`src/rtl/hex_seg_display_ctrl.sv`:
```
// Four-digit seven-segment output stage: per-digit blink, global PWM dimming and timed lamp-test.
// Latency: one clk from any input to hex*; no backpressure, the display follows seg_in every clk.
module hex_seg_display_ctrl #(
    parameter int TICK_DIV    = 3125,
    parameter int BLINK_TICKS = 8000,
    parameter int LAMP_TICKS  = 16000
) (
    input  logic        clk,
    input  logic        reset,
    input  logic        enable,
    input  logic [27:0] seg_in,
    input  logic [3:0]  blink_mask,
    input  logic [3:0]  dim_level,
    input  logic        lamp_test_req,
    output logic [6:0]  hex0,
    output logic [6:0]  hex1,
    output logic [6:0]  hex2,
    output logic [6:0]  hex3,
    output logic        lamp_busy
);

    localparam int DIV_W = $clog2(TICK_DIV);
    localparam int BLK_W = (BLINK_TICKS > 1) ? $clog2(BLINK_TICKS) : 1;
    localparam int LMP_W = (LAMP_TICKS > 1) ? $clog2(LAMP_TICKS) : 1;

    localparam logic [DIV_W-1:0] DIV_LAST   = DIV_W'(TICK_DIV - 1);
    localparam logic [BLK_W-1:0] BLINK_LAST = BLK_W'(BLINK_TICKS - 1);
    localparam logic [LMP_W-1:0] LAMP_LAST  = LMP_W'(LAMP_TICKS - 1);

    localparam logic [0:0] ST_IDLE = 1'b0;
    localparam logic [0:0] ST_LAMP = 1'b1;

    logic [DIV_W-1:0] div_cnt;
    logic [3:0]       pwm_cnt;
    logic [BLK_W-1:0] blink_cnt;
    logic             blink_phase;
    logic             tick;
    logic             pwm_on;

    logic [0:0]       state;
    logic [0:0]       state_nxt;
    logic [LMP_W-1:0] lamp_cnt;
    logic [LMP_W-1:0] lamp_cnt_nxt;

    logic [3:0][6:0]  hex_nxt;

    assign tick   = (div_cnt == DIV_LAST);
    assign pwm_on = (pwm_cnt <= dim_level);

    // Disabling the display parks every timer at phase 0 so re-enable is deterministic.
    always_ff @(posedge clk) begin
        if (reset || !enable) begin
            div_cnt     <= '0;
            pwm_cnt     <= '0;
            blink_cnt   <= '0;
            blink_phase <= 1'b0;
        end else begin
            if (tick) begin
                div_cnt <= '0;
                pwm_cnt <= pwm_cnt + 4'd1;
                if (blink_cnt == BLINK_LAST) begin
                    blink_cnt   <= '0;
                    blink_phase <= ~blink_phase;
                end else begin
                    blink_cnt <= blink_cnt + 1'b1;
                end
            end else begin
                div_cnt <= div_cnt + 1'b1;
            end
        end
    end

    always_comb begin
        state_nxt    = state;
        lamp_cnt_nxt = lamp_cnt;
        if (!enable) begin
            state_nxt    = ST_IDLE;
            lamp_cnt_nxt = '0;
        end else begin
            case (state)
                ST_IDLE: begin
                    if (lamp_test_req) begin
                        state_nxt    = ST_LAMP;
                        lamp_cnt_nxt = '0;
                    end
                end
                ST_LAMP: begin
                    if (tick) begin
                        if (lamp_cnt == LAMP_LAST) begin
                            state_nxt    = ST_IDLE;
                            lamp_cnt_nxt = '0;
                        end else begin
                            lamp_cnt_nxt = lamp_cnt + 1'b1;
                        end
                    end
                end
                default: begin
                    state_nxt    = ST_IDLE;
                    lamp_cnt_nxt = '0;
                end
            endcase
        end
    end

    always_ff @(posedge clk) begin
        if (reset) begin
            state    <= ST_IDLE;
            lamp_cnt <= '0;
        end else begin
            state    <= state_nxt;
            lamp_cnt <= lamp_cnt_nxt;
        end
    end

    assign lamp_busy = (state == ST_LAMP);

    // Lamp selection uses the next state so the digits and lamp_busy change on the same clk.
    always_comb begin
        hex_nxt = '1;
        for (int i = 0; i < 4; i++) begin
            if (!enable) begin
                hex_nxt[i] = 7'h7F;
            end else if (state_nxt == ST_LAMP) begin
                hex_nxt[i] = 7'h00;
            end else if (blink_mask[i] && blink_phase) begin
                hex_nxt[i] = 7'h7F;
            end else if (!pwm_on) begin
                hex_nxt[i] = 7'h7F;
            end else begin
                hex_nxt[i] = seg_in[7*i +: 7];
            end
        end
    end

    always_ff @(posedge clk) begin
        if (reset) begin
            hex0 <= 7'h7F;
            hex1 <= 7'h7F;
            hex2 <= 7'h7F;
            hex3 <= 7'h7F;
        end else begin
            hex0 <= hex_nxt[0];
            hex1 <= hex_nxt[1];
            hex2 <= hex_nxt[2];
            hex3 <= hex_nxt[3];
        end
    end

endmodule

```
`config.mk`:
```
export PLATFORM = sky130hd
export DESIGN_NAME = hex_seg_display_ctrl
export DESIGN_NICKNAME = d
export VERILOG_FILES = /design/src/rtl/hex_seg_display_ctrl.sv
export SDC_FILE = /design/constraint.sdc
export NUM_CORES = 1
export LEC_CHECK = 0
export CORE_ASPECT_RATIO = 0.9
export CORE_UTILIZATION = 30
export DETAILED_ROUTE_END_ITERATION = 8
export PLACE_DENSITY = 0.59
export SLEW_MARGIN = 20
export SYNTH_ARGS = -nofsm -noshare
export SYNTH_HDL_FRONTEND = slang
export SYNTH_SLANG_ARGS = --single-unit
```
`constraint.sdc`:
```
create_clock -name clk -period 3.7 [get_ports clk]
set_input_delay 0.74 -clock clk [delete_from_list [all_inputs] [get_ports clk]]
set_output_delay 0.74 -clock clk [all_outputs]
set_load 0.02 [all_outputs]
```
==> results.yml, run 1 <==
final_layout:
  insertedDiodeCount: 0
  final_nets: 500
  final_layout_size_suffix_gt1_share_pct: 5.48
  flow.area_growth_from_synthesis_pct: 33.3
  final_util_pct: 41.0
  final_area_mm2: 0.00441
logic_synthesis:
  yosysTopAreaCellShare_pct: 44.2
  synthDistinctLibCells: 49
  syn_nets: 432
  synth-warning-count: 0
  post_synth_instance_area_mm2: 0.00331
  synth_edf_count: 0
  synthDominantAreaCellType: "dfxtp_1"
  syn-mean-instance-area_um2: 8.64
  synth-seq-area-share_pct: 44.2
  netlist_instances: 383
  netlist_top_cells_area: "dfxtp_1 (44%), a31oi_1 (7.0%), inv_1 (4.5%)"
  synth_seq_cells: 73
  synth_flop_cell: "dfxtp_1"
  share_of_flip_flops_with_an_asynchronous_set_or_reset_pct: 0
cts:
  cts_hold_buffers: 0
  tritoncts.num_buffers: 9
  cts_repair_resize_count: 0
  clock_insertion_delay_worst_skew_ns: 0.32
  tritoncts: "done"
  post-cts-setup-buffers: 0
  root_buffer: "clkbuf_16"
  cts_htree_levels: 3
  clock_tree.buffer_depth: 2
  clk_transition_reported_paths_ns: 0.06
  clock-sinks: 73
setup_path:
  path_cells: "clkdlybuf4s50_1 > inv_1 > ha_1 > nand4_1 > and2_1 > a211oi_1 > a31oi_1"
  worst_r2r_path_depth: 4
  required_ns: 3.87
  critical_path.startpoint_type: "primary input"
  critical_path.max_stage_delay_ns: 0.67
  timing_worst_setup_path_type: "in -> reg"
  rr_endpoint: "hex0[2]"
  path_max_fanout: 7
  worstReg2RegStart: "div_cnt[8]"
  cp_slowest_cell: "a211oi_1"
  reg2reg_setup_slack_ns: 1.22
  cp.arrival_ns: 2.69
  critical_path.endpoint_type: "register"
die:
  die_area_mm2: 0.0115
  floorplan.die.height_um: 102
  fp.coreArea_mm2: 0.0108
  floorplan.rows: 36
  chipWidth_um: 113
  initial_core_util_pct: 30.7
  num_io_pins: 69
timing:
  timing.fmax_mhz: 396
  fin_tns_setup_ns: 0
  final-max-slew-violation-count: 0
  hold_slack_ns: 0.477
  rsz_0062_raised_after_global_routing: "false"
  timing.final.crit_share_pct: 68.3
  finalWorstPathRequiredPeriod_ns: 2.53
  skew_ns: 0.00802
  finalHoldViolCount: 0
  finalWorstSetupSlack_ns: 1.17
  setup-violations-final: 0
  slew_headroom_pct: 35.1
  tightestPinTransition_ns: 0.973
global_route:
  globalRouteTotalUtil_pct: 14.7
  first_global_vias: 2841
  grt_start_max_net_pins: 30
  first_pass_grt_wire_length_um: 13600
  grt_overflow: 0
  grt_antenna_before_repair: 0
pwr:
  powerDensity_mw_per_mm2: 425
  standby_leakage_power_nw: 1.56
  vdd_drop_max_uv: 205
drt:
  first_iter_violations: 168
  vias_per_cell: 5.15
  antenna_violation_net_count_after_detailed_routing: 0
  drt-wirelength-per-cell_um: 13.5
  routed_wirelength_um: 7970
  drt_first_pass_iters: 4
  detail_route.drc_violations: 0
  routed-via-count: 3036
job:
  drv.max_cap_violation_count: 0
place:
  worst_setup_slack_after_placement_ns: 0.844
  placed_cell_area_mm2: 0.00411
  placement.io_buffers: 68
  gp_congestion: 0.782
  place.detailed.hpwl_um: 5660
hold_path:
  min-delay-start: "lamp_cnt[13]"
  endpoint_of_the_worst_hold_path: "lamp_cnt[13]"
  whs_path_depth: 1
  timing.hold.worst.class: "reg -> reg"
outcome:
  outcome: "finished clean"
layer usage:
metal  global-route usage (%)  share of wire (%)  routed length [um]  vias up
met2                     22.7                 43                3410       70
met3                     2.87                5.0                 402        8
met1                     20.6                 51                4070     1411
met4                     4.92                1.1                  89        0
met5                        0                  0                   0        -
li1                         -                  -                   -     1547
cell usage after synthesis, types with 4 or more instances:
| cell type | count |
|---|---|
| a211oi_1 | 6 |
| a21oi_1 | 19 |
| a31oi_1 | 37 |
| and3_1 | 8 |
| and4_1 | 4 |
| clkbuf_1 | 10 |
| dfxtp_1 | 73 |
| ha_1 | 9 |
| inv_1 | 40 |
| nand2_1 | 24 |
| nand3_1 | 27 |
| nand3b_1 | 5 |
| nand4_1 | 10 |
| nor2_1 | 19 |
| nor3_1 | 6 |
| nor4_1 | 6 |
| o21ai_0 | 10 |
| o31ai_1 | 4 |
| or3_1 | 8 |
| xnor2_1 | 10 |
placed cells by master (no fill, tap or decap), drive strengths merged, types with 3 or more instances in the layout:
cell and n:
clkdlybuf4s50 68, nand4 10, o2111ai 3, inv 41, buf 5, a211oi 6
clkinvlp 3, ha 9, and4 4, nor2 19, nor4 7, and3 8
or3 8, nor3 7, nand2 24, xnor2 10, a21oi 19, nand3 27
or4 4, o211ai 3, o21ai 10, o31ai 4, a41oi 3, dfxtp 73
clkbuf 10, nand3b 5, a31oi 37
layout make-up:
| type | instances | area [um2] |
|---|---|---|
| Fill cell | 1046 | 6350 |
| Multi-Input combinational cell | 254 | 1610 |
| Sequential cell | 73 | 1460 |
| Timing Repair Buffer | 73 | 718 |
| Clock buffer | 10 | 239 |
| Tap cell | 133 | 166 |
| Inverter | 40 | 150 |
| Clock inverter | 6 | 66.3 |
critical path, delay by kind of cell:
kind | cells | cell delay, ns
adder cells (fa/ha/maj) | 1 | 0.28
AO/OA/AOI/OAI | 2 | 0.84
AND/OR/NAND/NOR | 2 | 0.33
buffers and inverters | 2 | 0.49
state kept, by name, summed over array words and instances, names as in the netlist, 4 cells and up:
name and count:
pwm_cnt 4, hex0 7, div_cnt 12, blink_cnt 13
hex2 7, lamp_cnt 14, hex3 7, hex1 7
through the flow:
stage | total power [W] | cells
after detailed placement | 0.00102 | 573
after floorplan | 0.000915 | 383
after global routing | 0.00195 | 589
after global placement | 0.00102 | 573
final | 0.00188 | 589
after CTS | 0.00190 | 589
worst max-delay path by stage:
stage | from | depth (start not counted) | to | slack, ns
after detailed placement | dim_level[3] | 7 | hex2[5] | 0.84
after global placement | dim_level[3] | 7 | hex2[4] | 0.90
after floorplan | dim_level[1] | 7 | hex0[0] | 1.35
after global routing | lamp_cnt[0] | 5 | hex1[4] | 1.0
final | dim_level[3] | 7 | hex2[5] | 1.17
after CTS | dim_level[3] | 7 | hex2[5] | 1.19
cells by family (layout without fill, tap and decap cells):
kind of cell / count (synthesis) / after routing / synth area share [%]
DFF: 73 / 73 / 44.2
muxes: 1 / 1 / 0.302
xor gates and xnor gates: 12 / 12 / 3.18
adders and majority gates: 9 / 9 / 3.40
and+or+nand+nor: 136 / 136 / 23.0
buffers and inverters: 56 / 129 / 7.15
AOI/OAI and AO/OA: 96 / 96 / 18.8
report_power, final:
group          total (W)  internal, W  switching [W]  leakage, nW
clock           0.000875     0.000541       0.000334        0.141
combinational   0.000181    0.0000960      0.0000854        0.819
sequential      0.000820     0.000811     0.00000858        0.597
total            0.00188      0.00145       0.000428         1.56
No activity file was read; power rests on OpenSTA's default activity.
==> run 2: changes to the inputs <==
PLACE_DENSITY = 0.61   (was 0.59)
clock period = 2.21 ns   (was 3.7 ns; I/O delays follow)
==> run 2 against run 1 <==
Cell count rose by 4.2%. Final area rose by 4.9%. Combinational power rose by 76%. Power rose by 69%. Register-to-register slack got worse by 1.1 ns. Sequential cell count did not move. Critical endpoint is now hex2[4]. Clock-buffer cell count did not move. Non-clock buffer count rose by 25. Die area did not move. Global-route usage barely moved.
==> results.yml, run 2 (synthesis results as in run 1) <==
final_layout:
  final_layout_size_suffix_gt1_share_pct: 11.0
  most-common-layout-cells: "dfxtp_1 (73), clkdlybuf4s50_1 (68), inv_1 (40)"
  regMostFlops: "lamp_cnt"
  flow.area_growth_from_synthesis_pct: 39.9
  layout.cells.most_common: "dfxtp_1"
  biggestRegsByFlops: "lamp_cnt (14), blink_cnt (13), div_cnt (12)"
  final_util_pct: 43.0
  insertedDiodeCount: 0
  final.fill_count: 1052
  register_area_mm2: 0.00146
  final_nets: 525
  area_used_by_multi_input_combinational_logic_mm2: 0.00162
  largest_register_ff_count: 14
cts:
  clock_insertion_delay_worst_skew_ns: 0.33
  cts_htree_levels: 3
  cts_hold_buffers: 0
  tritoncts: "done"
  clock-sinks: 73
  root_buffer: "clkbuf_16"
  clk_transition_reported_paths_ns: 0.06
  clock_tree.buffer_depth: 2
  tritoncts.num_buffers: 9
outcome:
  outcome: "finished clean"
timing:
  final-max-slew-violation-count: 0
  finalWorstPathRequiredPeriod_ns: 2.09
  timing.fmax_mhz: 479
  fin_tns_setup_ns: 0
  timing.final.crit_share_pct: 94.4
  setup-violations-final: 0
  rsz_0062_raised_after_global_routing: "false"
  finalHoldViolCount: 0
  skew_ns: 0.00882
  tightestPinTransition_ns: 0.411
  slew_headroom_pct: 72.5
place:
  gp_congestion: 0.800
  placement.io_buffers: 68
  place.detailed.hpwl_um: 5830
drt:
  vias_per_cell: 5.10
  drt_first_pass_iters: 4
  antenna_violation_net_count_after_detailed_routing: 0
  detail_route.drc_violations: 0
  first_iter_violations: 138
  routed_wirelength_um: 7930
  routed-via-count: 3132
  drt-wirelength-per-cell_um: 12.9
pwr:
  vdd_drop_max_uv: 509
  share_seq_of_total_power_pct: 43.2
  proportion_of_power_drawn_by_combinational_gates_pct: 10.0
  powerDensity_mw_per_mm2: 685
  p_int_w: 0.00245
  clockPowerShare_pct: 46.7
  switching_share_pct: 22.8
  standby_leakage_power_nw: 1.70
  p_switching_w: 0.000724
die:
  floorplan.rows: 36
  fp.coreArea_mm2: 0.0108
  initial_core_util_pct: 30.7
  chipWidth_um: 113
  die_area_mm2: 0.0115
  floorplan.die.height_um: 102
  num_io_pins: 69
setup_path:
  path_max_fanout: 29
  cp.arrival_ns: 2.34
  required_ns: 2.46
  cp_slowest_cell: "or4_4"
  critical_path.startpoint_type: "register"
  path_cells: "or3b_4 > or4_4 > o21a_1 > buf_4 > a31oi_1"
  critical_path.max_stage_delay_ns: 0.61
  critical_path.endpoint_type: "register"
  timing_worst_setup_path_type: "reg -> reg"
global_route:
  grt_start_max_net_pins: 30
  first_pass_grt_wire_length_um: 13700
  globalRouteTotalUtil_pct: 14.7
  grt_overflow: 0
  first_global_vias: 2951
  grt_antenna_before_repair: 0
job:
  drv.max_cap_violation_count: 0
hold_path:
  timing.hold.worst.class: "reg -> reg"
[run 2: cell types whose count changed in the layout (fill, tap and decap cells not counted), sizes merged]
cell / change
buf: +25
clkinvlp: -2
inv: +2
[run 2: worst paths after layout]
path	slack (ns)	startpoint	to	cells after the start
hold reg to reg	0.48	blink_cnt[12]	blink_cnt[12]	2
hold / removal	0.48	blink_cnt[12]	blink_cnt[12]	2
setup reg to reg	0.12	div_cnt[8]	hex2[4]	5
setup / recovery	0.12	div_cnt[8]	hex2[4]	5
[run 2: repair_timing]
action / CTS / global route
buffers inserted: 0 / 1
endpoints found under the setup margin: 0 / 47
resized for setup: 0 / 3
[run 2: cell type report]
type	count	share of cell area, %
well taps	133	3.59
multi-input cells	254	35.0
flip-flops and latches	73	31.6
inverters	40	3.24
repair buffers	98	19.8
clock inverters	6	1.57
clock buffers	10	5.16
[run 2: critical path: cells and delay by family, from the launching register on]
kind | cells | cell delay (ns)
buf+inv | 1 | 0.22
flops | 1 | 0.34
simple gates | 2 | 1.06
compound gates | 2 | 0.38
[run 2: layer usage]
metal  wire length, um  share of wire, %  track usage, %  up-vias
met1              3790                48            18.9     1451
li1                  -                 -               -     1602
met2              3610                45            24.4       72
met5                 0                 0               0        -
met3               458               5.8            3.77        7
met4                78              0.98            4.31        0
[run 2: power by group through the flow]
stage | Clock [W] | Sequential (W) | Combinational, W
after floorplan | 0 | 0.00145 | 0.0000802
after global placement | 0 | 0.00140 | 0.000317
after detailed placement | 0 | 0.00140 | 0.000319
after CTS | 0.00151 | 0.00137 | 0.000321
after global routing | 0.00158 | 0.00138 | 0.000343
final | 0.00148 | 0.00137 | 0.000319
[run 2: through the flow]
step | total power [W] | area [um2] | hold WS [ns] | worst slack [ns] | instances
final | 0.00317 | 4630 | 0.480 | 0.124 | 614
after global routing | 0.00330 | 4630 | 0.511 | 0.0277 | 614
after CTS | 0.00321 | 4610 | 0.478 | 0.00516 | 613
after detailed placement | 0.00172 | 4300 | 0.461 | -0.0484 | 597
after global placement | 0.00172 | 4300 | 0.451 | 0.00644 | 597
after floorplan | 0.00153 | 3310 | 0.433 | 0.124 | 383
==> run 3: changes to the inputs <==
CORE_MARGIN = 5   (was default)
==> run 3 against run 2 <==
First-iteration DRC count grew 33%. Largest power group unchanged. Clock-buffer cell count shrank 1. Critical path type unchanged. Critical endpoint is now lamp_cnt[6]. Clock power shrank 6%. Final area shrank 0.95%. Global-route usage shrank 1.9 points. Power shrank 2.9%. Worst hold slack lost 0.010 ns. Via count grew 0.13%. Routed wire length grew 4.4%.
==> results.yml, run 3 (synthesis results as in run 1) <==
pwr:
  powerDensity_mw_per_mm2: 672
  switching_share_pct: 25.1
  proportion_of_power_drawn_by_combinational_gates_pct: 10.3
  fin_total_pwr_w: 0.00308
  vdd_drop_max_uv: 306
  share_seq_of_total_power_pct: 44.5
  p_int_w: 0.00231
  standby_leakage_power_nw: 1.67
  p_switching_w: 0.000772
  clockPowerShare_pct: 45.2
setup_path:
  crit_start: "div_cnt[1]"
  critical_path.max_stage_delay_ns: 0.60
  path_cells: "inv_1 > ha_1 > nand4b_1 > or4_4 > buf_4 > buf_4 > a21oi_1 > a2bb2oi_1"
  cp_num_cells: 8
  required_ns: 2.46
  cp_slowest_cell: "or4_4"
  critical_path.endpoint_type: "register"
  worstReg2RegStart: "div_cnt[1]"
  rr_endpoint: "lamp_cnt[6]"
  crit_buf_inv: 3
  path_max_fanout: 5
  cp.arrival_ns: 2.34
  critical_path_destination: "lamp_cnt[6]"
  timing_worst_setup_path_type: "reg -> reg"
  reg2reg_setup_slack_ns: 0.13
  worst_r2r_path_depth: 8
  timing.critical_path.mode_cell: "buf_4"
  critical_path.startpoint_type: "register"
  cpLargestDelayFamily: "simple AND/OR/NAND/NOR gates"
global_route:
  grt_start_max_net_pins: 29
  grt_overflow: 0
  first_pass_grt_wire_length_um: 13800
  first_global_vias: 2853
  globalRouteTotalUtil_pct: 12.8
  grt_antenna_before_repair: 0
timing:
  finalHoldViolCount: 0
  timing.final.crit_share_pct: 94.3
  final-max-slew-violation-count: 0
  fin_tns_setup_ns: 0
  finalWorstPathRequiredPeriod_ns: 2.08
  timing.fmax_mhz: 480
  setup-violations-final: 0
  tightestPinTransition_ns: 0.417
  rsz_0062_raised_after_global_routing: "false"
  slew_headroom_pct: 72.1
  skew_ns: 0.00874
place:
  placement.io_buffers: 68
  numPlacedInstances: 592
  gp_congestion: 0.887
  placed_cell_area_mm2: 0.00426
  place.detailed.hpwl_um: 6130
cts:
  tritoncts: "done"
  cts_htree_levels: 3
  clock-sinks: 73
  tritoncts.num_buffers: 9
  clock_insertion_delay_worst_skew_ns: 0.33
  root_buffer: "clkbuf_16"
  clock_tree.buffer_depth: 2
  clk_transition_reported_paths_ns: 0.07
  cts_hold_buffers: 0
die:
  die_area_mm2: 0.0132
  floorplan.rows: 36
  floorplan.die.height_um: 110
  chipWidth_um: 121
  num_io_pins: 69
  initial_core_util_pct: 30.6
  fp.coreArea_mm2: 0.0108
drt:
  first_iter_violations: 184
  routed-via-count: 3136
  antenna_violation_net_count_after_detailed_routing: 0
  vias_per_cell: 5.12
  detail_route.drc_violations: 0
  routed_wirelength_um: 8280
  drt-wirelength-per-cell_um: 13.5
  drt_first_pass_iters: 4
final_layout:
  biggestRegsByFlops: "lamp_cnt (14), blink_cnt (13), div_cnt (12)"
  flow.area_growth_from_synthesis_pct: 38.6
  layout.cells.most_common: "dfxtp_1"
  final_layout_size_suffix_gt1_share_pct: 10.4
  final_nets: 523
  final_area_mm2: 0.00459
  insertedDiodeCount: 0
  post_layout_nonfiller_instances: 612
  regMostFlops: "lamp_cnt"
  final_util_pct: 42.4
  most-common-layout-cells: "dfxtp_1 (73), clkdlybuf4s50_1 (68), inv_1 (40)"
  largest_register_ff_count: 14
job:
  drv.max_cap_violation_count: 0
outcome:
  outcome: "finished clean"
hold_path:
  min-delay-start: "lamp_cnt[13]"
  timing.hold.worst.class: "reg -> reg"
run 3: cell count changes in the layout (fill, tap and decap cells not counted):
cell and delta:
buf_4 -2, clkinvlp_4 +2, bufinv_16 -1, clkbuf_8 -1, clkinv_4 -1, inv_8 +1
nand2_1 +1, nand2_2 -1
run 3: layout make-up:
type	count	area, um2
clock buffers	9	225
clock inverters	7	60.1
fillers	1080	6220
inverters	40	150
multi-input cells	254	1620
flip-flops and latches	73	1460
well taps	133	166
repair buffers	96	903
run 3: power groups by stage:
stage	registers [W]	clock network (W)	logic, W
5_1_grt	0.00138	0.00149	0.000340
4_1_cts	0.00137	0.00142	0.000321
6_report	0.00137	0.00139	0.000317
3_5_place_dp	0.00140	0	0.000319
3_3_place_gp	0.00140	0	0.000317
2_1_floorplan	0.00145	0	0.0000802
run 3: layer usage:
metal	vias to the layer above	part of all wire, %	global-route usage [%]
met5	-	0	0
met4	0	0.74	2.67
met3	6	4.8	4.37
met2	66	47	20.7
met1	1473	48	16.8
li1	1591	-	-
run 3: timing repair:
item                                    CTS  global route
endpoints found under the setup margin    0            43
resized for setup                         0             2
buffers inserted                          0             4
run 3: worst register-to-register path, stage by stage (launching register included):
cell       delay (ns)
dfxtp_1          0.34
inv_1            0.06
ha_1             0.18
nand4b_1         0.20
or4_4            0.60
buf_4            0.17
buf_4            0.13
a21oi_1          0.16
a2bb2oi_1        0.17
run 3: how the worst min path moves through the flow:
stage          slack [ns]  cells past startpoint       endpoint
6_report             0.47                      1   lamp_cnt[13]
5_1_grt              0.50                      1   lamp_cnt[12]
4_1_cts              0.47                      2  blink_cnt[11]
3_5_place_dp         0.46                      1   lamp_cnt[13]
3_3_place_gp         0.45                      1   lamp_cnt[13]
2_1_floorplan        0.43                      1   lamp_cnt[13]
run 3: stage by stage:
| stage | worst slack [ns] | hold slack (ns) |
|---|---|---|
| 6_report | 0.126 | 0.470 |
| 3_5_place_dp | -0.0533 | 0.457 |
| 5_1_grt | 0.0127 | 0.502 |
| 3_3_place_gp | -0.00964 | 0.452 |
| 2_1_floorplan | 0.124 | 0.433 |
| 4_1_cts | 0.0142 | 0.466 |
